## src/rtl/mips_pkg.sv

```systemverilog
// Shared encodings for the execute-stage multiply/divide unit.
package mips_pkg;

  localparam logic [1:0] MD_MULT  = 2'b00;
  localparam logic [1:0] MD_MULTU = 2'b01;
  localparam logic [1:0] MD_DIV   = 2'b10;
  localparam logic [1:0] MD_DIVU  = 2'b11;

  typedef enum logic [1:0] {
    IDLE,
    RUN,
    FIX
  } md_state_t;

endpackage

```

## src/rtl/ex_muldiv_sequencer.sv

```systemverilog
// Iterative multiply/divide unit owning HI/LO; one iteration per cycle,
// fixed NB_DATA+2 cycle latency from start to visible result.
module ex_muldiv_sequencer
  import mips_pkg::*;
#(
  parameter int NB_DATA = 32
) (
  input  logic               clk,
  input  logic               i_rst,
  input  logic               i_halt,
  input  logic               i_start,
  input  logic [1:0]         i_op,
  input  logic [NB_DATA-1:0] i_datoA,
  input  logic [NB_DATA-1:0] i_datoB,
  input  logic               i_rd_hilo,
  input  logic               i_wr_hi,
  input  logic               i_wr_lo,
  input  logic [NB_DATA-1:0] i_wdata,
  output logic               o_busy,
  output logic               o_stall,
  output logic               o_done,
  output logic [NB_DATA-1:0] o_hi,
  output logic [NB_DATA-1:0] o_lo
);

  localparam int NB_CNT = $clog2(NB_DATA);

  md_state_t state, next_state;

  logic [NB_CNT-1:0]    cnt;
  logic [2*NB_DATA-1:0] acc;
  logic [NB_DATA-1:0]   a_reg, b_reg, hi, lo;
  logic                 is_div, divz, sign_q, sign_r, done;

  logic                 op_signed, op_div;
  logic [NB_DATA-1:0]   a_abs, b_abs;
  logic [NB_DATA:0]     mul_sum, rem_sh;
  logic                 borrow;
  logic [NB_DATA-1:0]   diff;
  logic [2*NB_DATA-1:0] div_next, prod;
  logic [NB_DATA-1:0]   quo, rem, fix_hi, fix_lo;

  assign op_signed = ~i_op[0];
  assign op_div    = i_op[1];
  assign a_abs     = (op_signed && i_datoA[NB_DATA-1]) ? -i_datoA : i_datoA;
  assign b_abs     = (op_signed && i_datoB[NB_DATA-1]) ? -i_datoB : i_datoB;

  // mul: a_reg = multiplicand, b_reg = multiplier (consumed LSB first)
  assign mul_sum = {1'b0, acc[2*NB_DATA-1:NB_DATA]} + {1'b0, (b_reg[0] ? a_reg : '0)};

  // div: dividend bits enter rem from a_reg's MSB since acc starts cleared
  assign rem_sh   = {acc[2*NB_DATA-1:NB_DATA], a_reg[NB_DATA-1]};
  assign borrow   = rem_sh < {1'b0, b_reg};
  assign diff     = rem_sh[NB_DATA-1:0] - b_reg;
  assign div_next = borrow ? {rem_sh[NB_DATA-1:0], acc[NB_DATA-2:0], 1'b0}
                           : {diff, acc[NB_DATA-2:0], 1'b1};

  assign prod = sign_q ? -acc : acc;
  assign quo  = sign_q ? -acc[NB_DATA-1:0] : acc[NB_DATA-1:0];
  assign rem  = sign_r ? -acc[2*NB_DATA-1:NB_DATA] : acc[2*NB_DATA-1:NB_DATA];

  always_comb begin
    fix_hi = prod[2*NB_DATA-1:NB_DATA];
    fix_lo = prod[NB_DATA-1:0];
    if (is_div) begin
      if (divz) begin
        // a_reg is untouched on divide-by-zero, so re-signing it restores A
        fix_hi = sign_r ? -a_reg : a_reg;
        fix_lo = '1;
      end else begin
        fix_hi = rem;
        fix_lo = quo;
      end
    end
  end

  always_comb begin
    next_state = state;
    unique case (state)
      IDLE:    if (i_start) next_state = RUN;
      RUN:     if (cnt == '0) next_state = FIX;
      FIX:     next_state = IDLE;
      default: next_state = IDLE;
    endcase
  end

  always_ff @(posedge clk or posedge i_rst) begin
    if (i_rst) state <= IDLE;
    else if (!i_halt) state <= next_state;
  end

  always_ff @(posedge clk or posedge i_rst) begin
    if (i_rst) begin
      cnt    <= '0;
      acc    <= '0;
      a_reg  <= '0;
      b_reg  <= '0;
      hi     <= '0;
      lo     <= '0;
      is_div <= 1'b0;
      divz   <= 1'b0;
      sign_q <= 1'b0;
      sign_r <= 1'b0;
      done   <= 1'b0;
    end else if (!i_halt) begin
      done <= 1'b0;
      unique case (state)
        IDLE: begin
          if (i_start) begin
            a_reg  <= a_abs;
            b_reg  <= b_abs;
            acc    <= '0;
            cnt    <= NB_CNT'(NB_DATA - 1);
            is_div <= op_div;
            divz   <= op_div && (i_datoB == '0);
            sign_q <= op_signed & (i_datoA[NB_DATA-1] ^ i_datoB[NB_DATA-1]);
            sign_r <= op_signed & op_div & i_datoA[NB_DATA-1];
          end else begin
            if (i_wr_hi) hi <= i_wdata;
            if (i_wr_lo) lo <= i_wdata;
          end
        end
        RUN: begin
          if (!divz) begin
            if (is_div) begin
              acc   <= div_next;
              a_reg <= a_reg << 1;
            end else begin
              acc   <= {mul_sum, acc[NB_DATA-1:1]};
              b_reg <= b_reg >> 1;
            end
          end
          if (cnt != '0) cnt <= cnt - 1'b1;
        end
        FIX: begin
          hi   <= fix_hi;
          lo   <= fix_lo;
          done <= 1'b1;
        end
        default: ;
      endcase
    end
  end

  assign o_busy  = (state != IDLE);
  assign o_stall = o_busy & (i_start | i_rd_hilo | i_wr_hi | i_wr_lo);
  assign o_done  = done;
  assign o_hi    = hi;
  assign o_lo    = lo;

endmodule

```

## config.mk

```make
export PLATFORM = sky130hd
export DESIGN_NAME = ex_muldiv_sequencer
export DESIGN_NICKNAME = d
export VERILOG_FILES = /design/src/rtl/mips_pkg.sv /design/src/rtl/ex_muldiv_sequencer.sv
export SDC_FILE = /design/constraint.sdc
export NUM_CORES = 1
export LEC_CHECK = 0
export ABC_AREA = 1
export CAP_MARGIN = 25
export CORE_MARGIN = 5
export CORE_UTILIZATION = 45
export CTS_CLUSTER_SIZE = 24
export DETAILED_ROUTE_END_ITERATION = 16
export GPL_TIMING_DRIVEN = 0
export PLACE_DENSITY = 0.68
export SETUP_SLACK_MARGIN = 0.4
export SLEW_MARGIN = 30
export SYNTH_ARGS = -nofsm -noshare
export SYNTH_HDL_FRONTEND = slang
export SYNTH_SLANG_ARGS = --single-unit
```

## constraint.sdc

```tcl
create_clock -name clk -period 6.2 [get_ports clk]
set_clock_uncertainty 0.1 [all_clocks]
set_input_delay 0.93 -clock clk [delete_from_list [all_inputs] [get_ports clk]]
set_output_delay 0.93 -clock clk [all_outputs]
set_load 0.01 [all_outputs]
```

Yosys cells after proc, flatten, opt, wreduce, memory -nomap -nowiden. Index checks and enable logic that the tools add are counted.

Output and inout port bits: 67. Word-level logic and storage cells: 98. Bits in registers: 204.

Reduce and logical (&&, ||, !) cells: 18. Eq/ne operators: 11. Bitwise gates (word level): 10. Add/subtract/negate cells: 9. $lt $le $gt $ge: 1. Muxes and demuxes: 37.

Operators with widths (number): 32-bit two-way mux (20); 64-bit two-way mux (5); 32-bit case mux with 2 select lines (4); 32-bit negator (5); 64-bit case mux with 2 select lines (1); 64-bit negator (1); 32-bit by 32-bit adder with 33-bit output (1); 33-bit by 32-bit < comparator with 1-bit output (1); 32-bit logical NOT (1); 32-bit subtractor (1); 2-bit inequality test (second input constant) (9); 4-bit AND reduction (4); 5-bit two-way mux (2); 5-bit case mux with 2 select lines (1); 5-bit AND reduction (2); 3-bit AND reduction (2); 2-bit nonzero test (3); 5-bit logical NOT (1); 5-bit nonzero test (1); 5-bit by 1-bit subtractor with 5-bit output (second input constant) (1); 1-bit AND (4); 2-bit two-way mux (2); 2-bit case mux with 2 select lines (1); 1-bit logical AND (3); other kinds (7) (10).

Longest topological paths before layout.
Depth after elaboration: 5. Mapped depth: 19. Gate-level depth less buffers: 18.

Least setup slack after synthesis. Ideal clock, no wire load.

Kind: register to register. From: reg b_reg[0]. To: reg acc[53]. Arrival time: 2.429 ns. Data required time: 5.983 ns. Setup slack: 3.554 ns. Cell stages (with the launch flop): 19. Buffers on the path: 1. Library setup time: 0.117 ns. Cells stage by stage: dfrtp_1 > clkbuf_1 > nand2_1 > inv_1 > ha_1 > inv_1 > fa_1 > o21ai_0 > nand2_1 > nand2_1 > nand2_1 > nand2_1 > nand2_1 > nand2_1 > nor2_1 > o21ai_0 > inv_1 > nand2_1 > nand2_1.

Longest elaborated chain between the ends: 5.

RTL lines: from (decl) (RTL line ex_muldiv_sequencer.sv:32) `logic [NB_DATA-1:0] a_reg, b_reg, hi, lo;`; from (signal assigned) (RTL line ex_muldiv_sequencer.sv:111) `b_reg <= b_abs;`; from (signal assigned) (RTL line ex_muldiv_sequencer.sv:130) `b_reg <= b_reg >> 1;`; 32-bit two-way mux (tied with other cells) (RTL line ex_muldiv_sequencer.sv:49) `assign mul_sum = {1'b0, acc[2*NB_DATA-1:NB_DATA]} + {1'b0, (b_reg[0] ? a_reg : '0)};`; 32-bit by 32-bit adder with 33-bit output / 64-bit two-way mux (equally long branches) (RTL line ex_muldiv_sequencer.sv:49, ex_muldiv_sequencer.sv:55); 64-bit two-way mux (*) (RTL line ex_muldiv_sequencer.sv:125) `if (is_div) begin`; 64-bit two-way mux (*) (RTL line ex_muldiv_sequencer.sv:124) `if (!divz) begin`; 64-bit case mux with 2 select lines (*) (RTL line ex_muldiv_sequencer.sv:107) `unique case (state)`; to (signal assigned) (RTL line ex_muldiv_sequencer.sv:126) `acc <= div_next;`; to (signal assigned) (RTL line ex_muldiv_sequencer.sv:129) `acc <= {mul_sum, acc[NB_DATA-1:1]};`; to (decl) (RTL line ex_muldiv_sequencer.sv:31) `logic [2*NB_DATA-1:0] acc;`.

Mark *: on every way between the ends. The rest lies on a longest branch, timed or not. The select of a mux whose other input is x is not followed. A chain may end at the register's enable or synchronous reset.

Final worst setup path.
From: reg b_reg[0]. To: reg acc[59].

Same word-level chain as after synthesis.

==> run_results.csv <==
group,metric,value,unit
global_routing,met1_usage,0.484,
power,pwr_density_cell,479,nW/um2
route,vias_per_cell,5.76,
setup_path,end_kind,"register",
power,power,11.3,mW
final_layout,n_antenna_cell,0,
floorplanning,num_rows,77,
logic_synthesis,synthSimpleGateAreaFrac,0.384,
clocking,clk_pin_slew_worst_paths,0.06,ns
place,dp_cells,4173,
logic_synthesis,ys.flop_type,"dfrtp_1",
power,peakVddDrop,0.000263,V
final_layout,design_area,23600,um2
floorplanning,core-area,44200,um2
clocking,cts_setup_buffers,0,
global_routing,grt_pass1_wl,136000,um
logic_synthesis,synthCells,3402,
logic_synthesis,netlist_top_cells_area,"dfrtp_1 25%, nand2_1 18%, nand3_1 9.2%",
route,first_iter_violations,2711,
timing,period_minus_slack,3.85,ns
global_routing,busiest_layer,"met2",
logic_synthesis,syn_area_per_cell,5.92,um2
global_routing,gr-total-overflow,0,
global_routing,grt_use_total,0.352,
timing,hold_viol,0,
setup_path,worstPathRequired,6.60,ns
final_layout,multiInputGateArea,12900,um2
logic_synthesis,synth_cell_types,49,
floorplanning,design.die.area,49100,um2
timing,slew_headroom,0.359,
logic_synthesis,synth_enable_flop_cells,0,
clocking,h-tree-depth,1,
timing,setup_slack,2.35,ns
floorplanning,die_w,222,um
timing,holdWs,0.392,ns
logic_synthesis,synth_top_area_frac,0.254,
power,leakage,11.5,nW
timing,slew_violations,0,
logic_synthesis,syn_area,20100,um2
final_layout,fill_cells,4666,
setup_path,reg2regPathDepth,17,
timing,setup_tns,0,ns
final_layout,top_register,"acc",
logic_synthesis,synth_fa_ha_area_frac,0.0467,
clocking,postCtsHoldBufs,0,
place,postPlaceCellArea,22800,um2
route,vias,24300,
clocking,cts.path.max_buffers,3,
route,antenna_left,0,
logic_synthesis,yosys.area_share.xor_xnor,0.0205,
logic_synthesis,async_flop_share,1.00,
clocking,cts_sinks,204,
route,avgRoutedWirePerCell,21.6,um
logic_synthesis,synth.net_count,3581,
global_routing,antenna_found_initial,2,
final_layout,syn2layout_area_growth,17.2,%
logic_synthesis,yosys_warnings,0,
clocking,cts_resized,0,
final_layout,seqCellArea,5100,um2
route,wirelength,91000,um
place,place_ws,2.44,ns
logic_synthesis,muxShareOfSynthArea,0,
place,place.gp.congestion,1.06,
route,firstDrtPassIters,6,
logic_synthesis,ys_ff_latch,204,
clocking,clk_latency,0.58,ns
setup_path,critPathLaunch,"b_reg[0]$_DFFE_PP0P_",
timing,fin_crit_sh,0.621,
setup_path,r2r_slack,2.35,ns
clocking,cts_made_buffers,25,
floorplanning,io_pins,172,
setup_path,crit_arrival,4.25,ns
run,drv_cap,0,
global_routing,use_met3,0.0667,
timing,setup_violations,0,
final_layout,final_cell_count_no_fill,4218,
final_layout,nNetsFinal,3787,
final_layout,drive_above_1_share,0.0353,
floorplanning,die_h,222,um
final_layout,utilization,0.534,
timing,max_freq,0.260,GHz
worst_hold_path,min_path_type,"reg -> reg",
final_layout,largest_register_ffs,64,
setup_path,startpoint_type,"register",
setup_path,crit_path_max_fanout,10,
logic_synthesis,yosysSeqAreaShare,0.254,
setup_path,timing.rr.start,"b_reg[0]$_DFFE_PP0P_",
clocking,cts_root_buf,"clkbuf_16",
logic_synthesis,yosysTopAreaCell,"dfrtp_1",
setup_path,crit_end,"acc[59]$_DFFE_PP0P_",
status,status,"completed",
global_routing,grt_max_degree,31,
route,post-route-drc-count,0,
logic_synthesis,synth_top_family_by_area,"simple AND/OR/NAND/NOR gates",
place,io_buffers,171,
floorplanning,start_util,0.455,
timing,rsz0062_at_grt,"false",
setup_path,rr_endpoint,"acc[59]$_DFFE_PP0P_",
logic_synthesis,synth_compound_area_frac,0.188,
global_routing,grt_pass1_vias,22500,
timing,tightest_slew,0.962,ns
setup_path,path_class,"reg -> reg",
clocking,cts_tree,"done",
global_routing,grtUsageMet2,0.543,
place,dp_hpwl,73800,um
==> placed cells by master, fill, tap and decap left out, types with 4 or more instances in the layout <==
cell / n
nor2_4: 5
o21a_1: 11
o31ai_1: 8
o211ai_1: 24
nand2_1: 988
a21boi_0: 12
nand4_1: 34
nor4_1: 8
clkbuf_16: 25
nand3_1: 372
nand3b_1: 6
a2bb2oi_1: 29
a21oi_1: 205
nor3_1: 38
clkdlybuf4s50_1: 171
o21bai_1: 9
nor2_2: 5
o21ai_1: 15
buf_2: 18
inv_1: 417
clkinvlp_4: 4
ha_1: 72
o22ai_1: 34
dfrtp_1: 204
clkinv_2: 4
buf_1: 14
clkbuf_8: 4
a21boi_1: 8
a31oi_1: 7
inv_2: 7
clkbuf_1: 99
o21ai_0: 282
or2_2: 28
xnor2_1: 6
nor2_1: 353
o221ai_1: 16
buf_12: 7
buf_6: 4
xor2_1: 41
==> where the power goes <==
part | internal, mW | switching, mW | leakage, nW
logic | 2.31 | 4.95 | 8.54
clock network | 0.879 | 0.653 | 0.407
registers | 1.74 | 0.780 | 2.52
total | 4.93 | 6.39 | 11.5
==> synthesized netlist by cell type, types with 9 or more instances <==
master,n
o21ai_0,282
a2bb2oi_1,29
o21ai_1,15
buf_1,14
o211ai_1,24
o22ai_1,34
nand2_1,988
a21oi_1,205
o21bai_1,9
ha_1,72
a21boi_0,12
clkbuf_1,96
xor2_1,41
buf_2,18
nand3_1,372
nand4_1,34
inv_1,418
dfrtp_1,204
or2_2,28
nor2_1,353
o21a_1,11
o221ai_1,16
nor3_1,38
==> routing by layer <==
layer	wire, um	vias to the layer above
met4	4750	4
li1	-	11600
met1	38500	11200
met5	14	-
met3	8750	262
met2	39000	1237
==> worst min-delay path by stage <==
stage | cells past startpoint | start | end
3_5_place_dp | 2 | b_reg[28]$_DFFE_PP0P_ | b_reg[28]$_DFFE_PP0P_
6_report | 2 | o_lo[31]$_DFFE_PP0P_ | o_lo[31]$_DFFE_PP0P_
2_1_floorplan | 2 | b_reg[28]$_DFFE_PP0P_ | b_reg[28]$_DFFE_PP0P_
5_1_grt | 2 | o_lo[30]$_DFFE_PP0P_ | o_lo[30]$_DFFE_PP0P_
3_3_place_gp | 2 | b_reg[28]$_DFFE_PP0P_ | b_reg[28]$_DFFE_PP0P_
4_1_cts | 2 | b_reg[28]$_DFFE_PP0P_ | b_reg[28]$_DFFE_PP0P_
==> critical path: stages (launching register included) <==
cell      delay, ns
dfrtp_1        0.52
clkbuf_1       0.34
nand2_1        0.10
inv_1          0.13
ha_1           0.19
inv_1          0.06
fa_1           0.41
o21ai_0        0.62
nand2_1        0.12
nand2_1        0.20
nand2_1        0.10
nand2_1        0.16
nand3_1        0.19
a21oi_1        0.18
nor2_1         0.08
nor2_1         0.16
nand2_1        0.07
nand2_1        0.06
==> cells by family (layout without fill, tap and decap cells) <==
kind of cell,after synthesis,in the layout
fa+ha+maj,74,74
buf+inv,562,786
flops,204,204
simple gates,1847,1847
compound gates,668,668
xor+xnor,47,47
==> area by class of cell <==
cell class,count,area share
flip-flops and latches,204,0.216
clock buffers,32,0.0293
plain buffers,134,0.0238
repair buffers,179,0.0797
multi-input cells,2636,0.545
well taps,592,0.0314
clock inverters,13,0.00631
inverters,428,0.0684
No activity file was read; power rests on OpenSTA's default activity.
